$ cat config.mk
export PLATFORM = sky130hd
export DESIGN_NAME = coin_pulse_conditioner
export DESIGN_NICKNAME = d
export VERILOG_FILES = /design/src/rtl/coin_pulse_conditioner.sv
export SDC_FILE = /design/constraint.sdc
export NUM_CORES = 1
export LEC_CHECK = 0
export CAP_MARGIN = 0
export CORE_MARGIN = 2
export CORE_UTILIZATION = 54
export DETAILED_ROUTE_END_ITERATION = 10
export PLACE_DENSITY = 0.75
export SYNTH_ARGS = -nofsm -noshare
export SYNTH_HDL_FRONTEND = slang
export SYNTH_SLANG_ARGS = --single-unit
$ cat constraint.sdc
create_clock -name clk -period 1.45 [get_ports clk]
set_input_delay 0.2175 -clock clk [delete_from_list [all_inputs] [get_ports clk]]
set_output_delay 0.2175 -clock clk [all_outputs]
set_load 0.02 [all_outputs]
$ cat src/rtl/coin_pulse_conditioner.sv
`default_nettype none
// ============================================================================
// Module   : coin_pulse_conditioner
// Purpose  : Synchronises and debounces two coin sensors and emits one clean
//            1-cycle pulse per accepted coin. Optional jam detection is built
//            when JAM_DETECT_EN is defined.
// Revision : 1.0  initial release
// ============================================================================
module coin_pulse_conditioner #(
    parameter int DEB_CYCLES = 16,
    parameter int DEB_W      = 5,
    parameter int JAM_CYCLES = 1000,
    parameter int JAM_W      = 10
) (
    input  logic clk,
    input  logic rstn,
    input  logic coin_a_raw,
    input  logic coin_b_raw,
    output logic a_out,
    output logic b_out,
    output logic jam
);

    localparam logic [DEB_W-1:0] c_deb_max = DEB_W'(DEB_CYCLES);

    if ((DEB_CYCLES < 2) || (DEB_CYCLES > (2**DEB_W) - 1) ||
        (JAM_CYCLES < 2) || (JAM_CYCLES > (2**JAM_W) - 1)) begin : g_param_check
        $error("coin_pulse_conditioner: counter parameter out of range");
    end

    logic [1:0] w_raw;
    logic [1:0] w_rise;
    logic [1:0] w_lvl;
    logic       w_jam_now;

    assign w_raw = {coin_b_raw, coin_a_raw};

    // Channel 0 is the 1-yuan slot, channel 1 the 0.5-yuan slot.
    for (genvar i = 0; i < 2; i++) begin : g_chan
        logic             r_s1;
        logic             r_s2;
        logic             r_lvl;
        logic [DEB_W-1:0] r_cnt;

        always_ff @(posedge clk or negedge rstn) begin
            if (!rstn) begin
                r_s1  <= 1'b0;
                r_s2  <= 1'b0;
                r_lvl <= 1'b0;
                r_cnt <= '0;
            end else begin
                r_s1 <= w_raw[i];
                r_s2 <= r_s1;
                if (r_s2 == r_lvl) begin
                    r_cnt <= '0;
                end else if (r_cnt == c_deb_max) begin
                    r_lvl <= ~r_lvl;
                    r_cnt <= '0;
                end else begin
                    r_cnt <= r_cnt + 1'b1;
                end
            end
        end

        // Level flips once DEB_CYCLES mismatches are banked and the input still disagrees.
        assign w_rise[i] = r_s2 && !r_lvl && (r_cnt == c_deb_max);
        assign w_lvl[i]  = r_lvl;
    end

`ifdef JAM_DETECT_EN
    localparam logic [JAM_W-1:0] c_jam_last = JAM_W'(JAM_CYCLES - 1);

    logic [1:0] w_jam_hit;
    logic       r_jam;

    for (genvar j = 0; j < 2; j++) begin : g_jam
        logic [JAM_W-1:0] r_jcnt;

        always_ff @(posedge clk or negedge rstn) begin
            if (!rstn) begin
                r_jcnt <= '0;
            end else if (!w_lvl[j]) begin
                r_jcnt <= '0;
            end else if (r_jcnt != c_jam_last) begin
                r_jcnt <= r_jcnt + 1'b1;
            end
        end

        assign w_jam_hit[j] = w_lvl[j] && (r_jcnt == c_jam_last);
    end

    always_ff @(posedge clk or negedge rstn) begin
        if (!rstn) begin
            r_jam <= 1'b0;
        end else if (|w_jam_hit) begin
            r_jam <= 1'b1;
        end
    end

    assign w_jam_now = r_jam;
`else
    assign w_jam_now = 1'b0;
`endif

    logic r_pend_a;
    logic r_pend_b;
    logic r_a_out;
    logic r_b_out;

    // A served flag is cleared unless a new event lands on the same edge.
    always_ff @(posedge clk or negedge rstn) begin
        if (!rstn) begin
            r_pend_a <= 1'b0;
            r_pend_b <= 1'b0;
            r_a_out  <= 1'b0;
            r_b_out  <= 1'b0;
        end else if (w_jam_now) begin
            r_pend_a <= 1'b0;
            r_pend_b <= 1'b0;
            r_a_out  <= 1'b0;
            r_b_out  <= 1'b0;
        end else begin
            r_a_out  <= r_pend_a;
            r_b_out  <= !r_pend_a && r_pend_b;
            r_pend_a <= w_rise[0];
            r_pend_b <= w_rise[1] || (r_pend_b && r_pend_a);
        end
    end

    assign a_out = r_a_out;
    assign b_out = r_b_out;
    assign jam   = w_jam_now;

endmodule
`default_nettype wire

# Yosys cells after proc, flatten, opt, wreduce, memory -nomap -nowiden
# Index checks and enable logic that the tools add are counted.
# W data, S select, Z words.
# totals
output_inout_bits	3
elab_cells	38
reg_bits	20
# classes
reduce_logical	12
eq_ne	4
mux	4
bitwise_logic	4
add_sub_neg	2
# ops
operator	n
$mux W5	4
$add A5 B1 Y5 const B	2
$eq A5 B5 Y1 const B	2
$logic_and A1 B1 Y1	6
$not A1 Y1	4
$reduce_and A2 Y1	2
$logic_not A1 Y1	3
$eq A1 B1 Y1	2
$logic_or A1 B1 Y1	1

# Longest topological paths before layout
# Gate-level depths: netlist of the first run.
# depth
depth_word	4
ltp_mapped	5
depth_no_buf	5

# Least setup slack after synthesis of the first run
# No wires, ideal clock.
# synth_timing
path_kind	register to register
from	reg g_chan[1].r_cnt[0]
to	reg g_chan[1].r_lvl
arrival_ps	1062
slack_ps	265
path_stages_with_launch	6
n_path_buf	0
t_required_ps	1328
cell_sequence	dfrtp_1 -> inv_1 -> ha_1 -> and4bb_1 -> nor2b_4 -> xnor2_1
# synth_via
elab_chain_cells	2
# synth_lines
item	line	text
from (decl)	43	logic [DEB_W-1:0] r_cnt;
from (signal assigned)	60	r_cnt <= r_cnt + 1'b1;
$eq A5 B5 Y1	56	end else if (r_cnt == c_deb_max) begin
$reduce_and A2 Y1 (no line)	-	
to (signal assigned)	57	r_lvl <= ~r_lvl;
to (decl)	42	logic r_lvl;
# Every way passes these cells.
# A chain may end at the register's enable or synchronous reset.

# Worst setup path in the final report of the first run
# Same ends and word-level chain as after synthesis.

==> results.md, run 1 <==
- Ports: 7
- Ys flop type: dfrtp_1
- Seq cells post-synth: 20
- Rows: 14
- WL final: approximately 1200 µm
- Non-filler cells in the finished layout: 94
- Power Density: 1035 nW/µm²
- Clock period minus worst slack: 1.257 ns
- Maximum clock rate: 0.7954 GHz
- Cell with the most instances after synthesis: dfrtp_1
- CTS buffer count: 3
- Top post-synthesis cells by area: dfrtp_1, ha_1, nor3_1
- H-tree depth: 1
- Worst Clk Skew: around 0.0076 ns
- Fillers: 124
- Synth area leader: dfrtp_1
- Unrepaired setup endpoints after global routing: no
- Clk_lat worst skew: 0.30 ns
- Antenna Nets Post-Route: 0
- Worst path max stage delay: 0.40 ns
- Layout area overhead: 12.31%
- Synthesized area per cell: 12.22 µm²
- Final slew viol count: 0
- Endpoints failing hold: 0
- Tcrit/Tclk final: 86.70%
- Worst min-delay path class: in -> async
- CTS max path bufs: 2
- Via count: 485
- Cell leakage power: 0.4566 nW
- Placed insts: 90
- Setup Fix Bufs, Post-CTS: 0
- Total track usage: 15.68%
- Crit Path Category: reg -> reg
- Core Region: 1489 µm²
- Yosys cell types: 19
- Die X-Extent: between 40 and 50 µm
- CP Launch Type: flip-flop
- Synth warn: 0
- Final HPWL DP: 828.7 µm
- Synthesized cell area: 843.3 µm²
- Syn Nets: 79
- Status: completed
- Pin count of the biggest net entering global routing: 21
- Avg WL per Cell: 12.34 µm
- Buffers on Ports: 5
- DRT iter0 DRCs: 1
- Mapped Cells: 69
- Drt first pass iters: 4
- Clock sink count: 20
- Setup crit end kind: flip-flop
- Max-cap violations: 0
- Max FO, Critical Path: 4
- CTS Root Cell: clkbuf_4
- Remaining Overflow, GRT: 0
- FF/Latch Area: 500.5 µm²
- Critical-path top delay cell: dfrtp_1
- Worst vdd ir: 0.0005779 V
- Layout cells sized above 1: approximately 7.7%
- DRC Markers: 0
- Vias in the first global route: 456
- CP arrival: 1.45 ns
- Ant diodes: 0
- First-pass GRT wire length: 2035 µm
- Commonest cells in the netlist: dfrtp_1, ha_1, inv_1, nor3_1, a21oi_1
- Initial antenna violation count: 0
- Area of the multi-input gates: about 310 µm²
- EDFF count, synth: 0
- GPL Wtd Cong: between 0.7 and 0.8
- Synth top area share: 59.35%
- Clock transition at path regs: approximately 0.11 ns
- Initial Utilization: between 50% and 60%
- Synth async-reset ratio: 100.0%
- Register area share after synthesis: 59.35%
- Fin nets: 89
- Vias per cell: 5.160
- Critical Path RT: 1.64 ns
- CTS tree: done
- Final setup viols: 0
- Full die area: 1894 µm²
- Setup TNS: 0 ns
- Die height: ~44 µm
- Crit path cell chain: inv_1, ha_1, and4bb_1, nor2b_4, xnor2_1
## path summary, 6_finish.rpt
| path | start | end | slack [ns] | cells past startpoint |
|---|---|---|---|---|
| max in group asynchronous | rstn | g_chan[1].r_cnt[0]$_DFF_PN0_ | 1.01 | 2 |
| min in group clk | coin_a_raw | g_chan[0].r_s1$_DFF_PN0_ | 0.35 | 1 |
| hold / removal | rstn | a_out$_DFF_PN0_ | 0.24 | 2 |
| setup / recovery | g_chan[1].r_cnt[0]$_DFF_PN0_ | g_chan[1].r_lvl$_DFFE_PN0P_ | 0.19 | 5 |
| hold reg to reg | g_chan[0].r_s1$_DFF_PN0_ | g_chan[0].r_s2$_DFF_PN0_ | 0.36 | 0 |
| setup reg to reg | g_chan[1].r_cnt[0]$_DFF_PN0_ | g_chan[1].r_lvl$_DFFE_PN0P_ | 0.19 | 5 |
## registers in the layout (all words and copies together), names as in the netlist
name and flops:
g_chan.r_cnt 10, g_chan.r_lvl 2, g_chan.r_s1 2, g_chan.r_s2 2
a_out 1, b_out 1, r_pend_a 1, r_pend_b 1
## cells in the final DEF, fill, tap and decap left out, types with 2 or more instances in the layout
master           synthesis  layout
a21oi_1                  5       5
a41o_1                   2       2
clkbuf_4                 0       3
clkdlybuf4s50_1          0       3
dfrtp_1                 20      20
dlygate4sd2_1            0       2
ha_1                     6       6
inv_1                    6       6
nand2b_1                 3       3
nand3_1                  2       2
nand3b_1                 2       2
nor2_1                   3       3
nor2b_1                  3       3
nor3_1                   6       6
xnor2_1                  3       3
xor2_1                   2       2
## power breakdown
group          internal (W)  switching (W)
Sequential         0.000576      0.0000154
Clock              0.000153       0.000161
Combinational     0.0000351      0.0000395
## worst max-delay path, delay by kind of cell (launching register included)
kind | cells | cell delay [ns]
xor gates and xnor gates | 1 | 0.12
adders and majority gates | 1 | 0.20
buffers and inverters | 1 | 0.06
DFF | 1 | 0.40
and+or+nand+nor | 2 | 0.38
## repair_timing
item / 4_1_cts / 5_1_grt
hold buffers: 0 / 0
setup endpoints to repair: 2 / 0
resized for setup: 2 / 0
## layout make-up
| cell class | instances | share of cell area, % |
|---|---|---|
| sequential | 20 | 52.84 |
| tap | 16 | 2.114 |
| clock buffer | 4 | 3.831 |
| multi-input combinational | 42 | 33.03 |
| timing repair buffer | 6 | 5.812 |
| inverter | 6 | 2.378 |
## through the flow
stage               hold WS, ns  instance area [µm²]  worst slack, ns  utilization [%]   power, W
finish                   0.2409                947.2           0.1928            63.61  0.0009806
global route             0.2419                947.2          0.08452            63.61   0.001034
CTS                      0.2480                947.2           0.1833            63.61  0.0009933
detailed placement       0.3381                913.4           0.1996            61.34  0.0006778
global placement         0.3340                913.4           0.2396            61.34  0.0006739
floorplan              -0.07809                843.3           0.2651                -  0.0006462
## logic make-up (layout without fill, tap and decap cells)
| kind of cell | Yosys count | in the layout | share of synthesized area [%] |
|---|---|---|---|
| simple gates | 22 | 22 | 16.17 |
| flops | 20 | 20 | 59.35 |
| compound gates | 8 | 8 | 6.380 |
| buf+inv | 7 | 16 | 3.561 |
| xor+xnor | 5 | 5 | 5.194 |
| fa+ha+maj | 6 | 6 | 8.902 |
| other cells | 1 | 1 | 0.4447 |
## metal layers
layer  vias up  routed length, µm  track usage (%)
met5         -                  0                0
met4         0                 10            9.091
met3         2                 46            6.250
met2         8                479            19.70
met1       225                623            22.88
li1        250                  -                -
Note: power is estimated with default switching activity, not from simulation.
==> run 2, diff against run 1 <==
--- a/config.mk
+++ b/config.mk
@@ -7,9 +7,9 @@
 export LEC_CHECK = 0
 export CAP_MARGIN = 0
 export CORE_MARGIN = 2
-export CORE_UTILIZATION = 54
+export CORE_UTILIZATION = 50
 export DETAILED_ROUTE_END_ITERATION = 10
-export PLACE_DENSITY = 0.75
+export PLACE_DENSITY = 0.7
 export SYNTH_ARGS = -nofsm -noshare
 export SYNTH_HDL_FRONTEND = slang
 export SYNTH_SLANG_ARGS = --single-unit
==> results.md, run 2 (synthesis gave the netlist of run 1 again) <==
- Most flop-heavy register: g_chan.r_cnt
- Drt first pass iters: 2
- CTS buffer count: 3
- Die height: 45.07 µm
- Worst Clk Skew: 0.005681 ns
- Worst r2r src: g_chan[1].r_cnt[0]$_DFF_PN0_
- Switching Share: 21.67%
- Setup TNS: 0 ns
- Critical Path RT: approximately 1.6 ns
- Unrepaired setup endpoints after global routing: no
- DRT iter0 DRCs: 2
- CTS tree: done
- GPL Wtd Cong: between 0.7 and 0.8
- Maximum clock rate: around 0.8 GHz
- Ant diodes: 0
- Clk pwr share: 26.3%
- H-tree depth: 1
- Setup ws final: 0.1982 ns
- CP arrival: 1.43 ns
- Pin count of the biggest net entering global routing: 21
- Initial Utilization: 54.71%
- Total track usage: 14.82%
- Via count: 495
- WL final: between 1000 and 1500 µm
- CTS Root Cell: clkbuf_4
- Commonest non-fill, non-tap cell in the layout: dfrtp_1
- Core Region: between 1500 and 2000 µm²
- Endpoints failing hold: 0
- Internal: 0.0007072 W
- R2R cell count: 5
- Clock period minus worst slack: 1.252 ns
- Final slew viol count: 0
- Avg WL per Cell: 12.40 µm
- Max-cap violations: 0
- Ports: 7
- Antenna Nets Post-Route: 0
- Status: completed
- Clock sink count: 20
- Combinational share of power: 8.0%
- CTS max path bufs: 2
- Tcrit/Tclk final: 86.33%
- Worst min-delay path class: in -> async
- DRC Markers: 0
- Power Density: around 970 nW/µm²
- Buffers on Ports: 5
- Die X-Extent: around 45 µm
- Clock transition at path regs: 0.10 ns
- Final setup viols: 0
- Vias per cell: 5.323
- Rows: 14
- Final Power: 0.0009028 W
- Setup Fix Bufs, Post-CTS: 0
- Vias in the first global route: 471
- Reg-to-Reg End: g_chan[1].r_lvl$_DFFE_PN0P_
- Max reg flops: 10
- Final Util: slightly above 60%
- Initial antenna violation count: 0
- NetSw: a little under 0.0002 W
- Layout cells sized above 1: 6.494%
- Crit Path Category: reg -> reg
- Most frequent cells in the layout: dfrtp_1, inv_1, nor3_1, ha_1, a21oi_1
- Post-Place Worst Slack: 0.1990 ns
- Resized cells post-CTS: 2
- Reg power frac: about two thirds
- Fin nets: 89
- Worst vdd ir: 0.0007603 V
- Layout area overhead: 10.68%
- First-pass GRT wire length: 2049 µm
- Cell leakage power: 0.4495 nW
- Max FO, Critical Path: 4
- Setup crit end kind: flip-flop
- Remaining Overflow, GRT: 0
- CP Launch Type: flip-flop
- Flop2flop setup slack: 0.20 ns
- Full die area: 2031 µm²
- Cts hold-fix bufs: 0
- Clk_lat worst skew: 0.29 ns
run 2: worst max-delay path by stage:
| stage | startpoint | to | slack (ns) | cells after the start |
|---|---|---|---|---|
| floorplan | g_chan[1].r_cnt[0]$_DFF_PN0_ | g_chan[1].r_lvl$_DFFE_PN0P_ | 0.27 | 5 |
| global placement | g_chan[1].r_cnt[0]$_DFF_PN0_ | g_chan[1].r_lvl$_DFFE_PN0P_ | 0.24 | 5 |
| detailed placement | g_chan[1].r_cnt[0]$_DFF_PN0_ | g_chan[1].r_lvl$_DFFE_PN0P_ | 0.20 | 5 |
| CTS | g_chan[0].r_lvl$_DFFE_PN0P_ | g_chan[0].r_lvl$_DFFE_PN0P_ | 0.19 | 4 |
| global route | g_chan[1].r_cnt[0]$_DFF_PN0_ | g_chan[1].r_lvl$_DFFE_PN0P_ | 0.06 | 5 |
| finish | g_chan[1].r_cnt[0]$_DFF_PN0_ | g_chan[1].r_lvl$_DFFE_PN0P_ | 0.20 | 5 |
run 2: worst max-delay path, stage by stage (launching register included):
cell and delay, ns:
dfrtp_1 0.40, inv_1 0.06, ha_1 0.20, and4bb_1 0.24, nor2b_4 0.14, xnor2_1 0.12
run 2: power by group through the flow:
| stage | registers (W) | clock network (W) | logic (W) |
|---|---|---|---|
| floorplan | 0.000599 | 0 | 0.0000468 |
| global placement | 0.000602 | 0 | 0.0000725 |
| detailed placement | 0.000603 | 0 | 0.0000733 |
| CTS | 0.000592 | 0.000256 | 0.0000743 |
| global route | 0.000596 | 0.000281 | 0.0000861 |
| finish | 0.000593 | 0.000238 | 0.0000724 |
run 2: final cells by class:
type                            instances  area (µm²)
Sequential cell                        20       500.5
Multi-Input combinational cell         42       312.8
Tap cell                               16       20.02
Fill cell                             135       608.1
Inverter                                6       22.52
Clock buffer                            3       22.52
Timing Repair Buffer                    6       55.05
run 2: through the flow:
stage	instance area (µm²)	cells	hold slack [ns]
after CTS	933.4	93	0.2516
after global placement	913.4	90	0.3339
after detailed placement	913.4	90	0.3389
final	933.4	93	0.2520
after floorplan	843.3	69	-0.07809
after global routing	933.4	93	0.2653
run 2: layer usage:
layer	GRT usage (%)	wire [µm]
met1	18.62	584
met2	22.29	506
met3	6.000	46
met4	7.059	16
met5	0	0
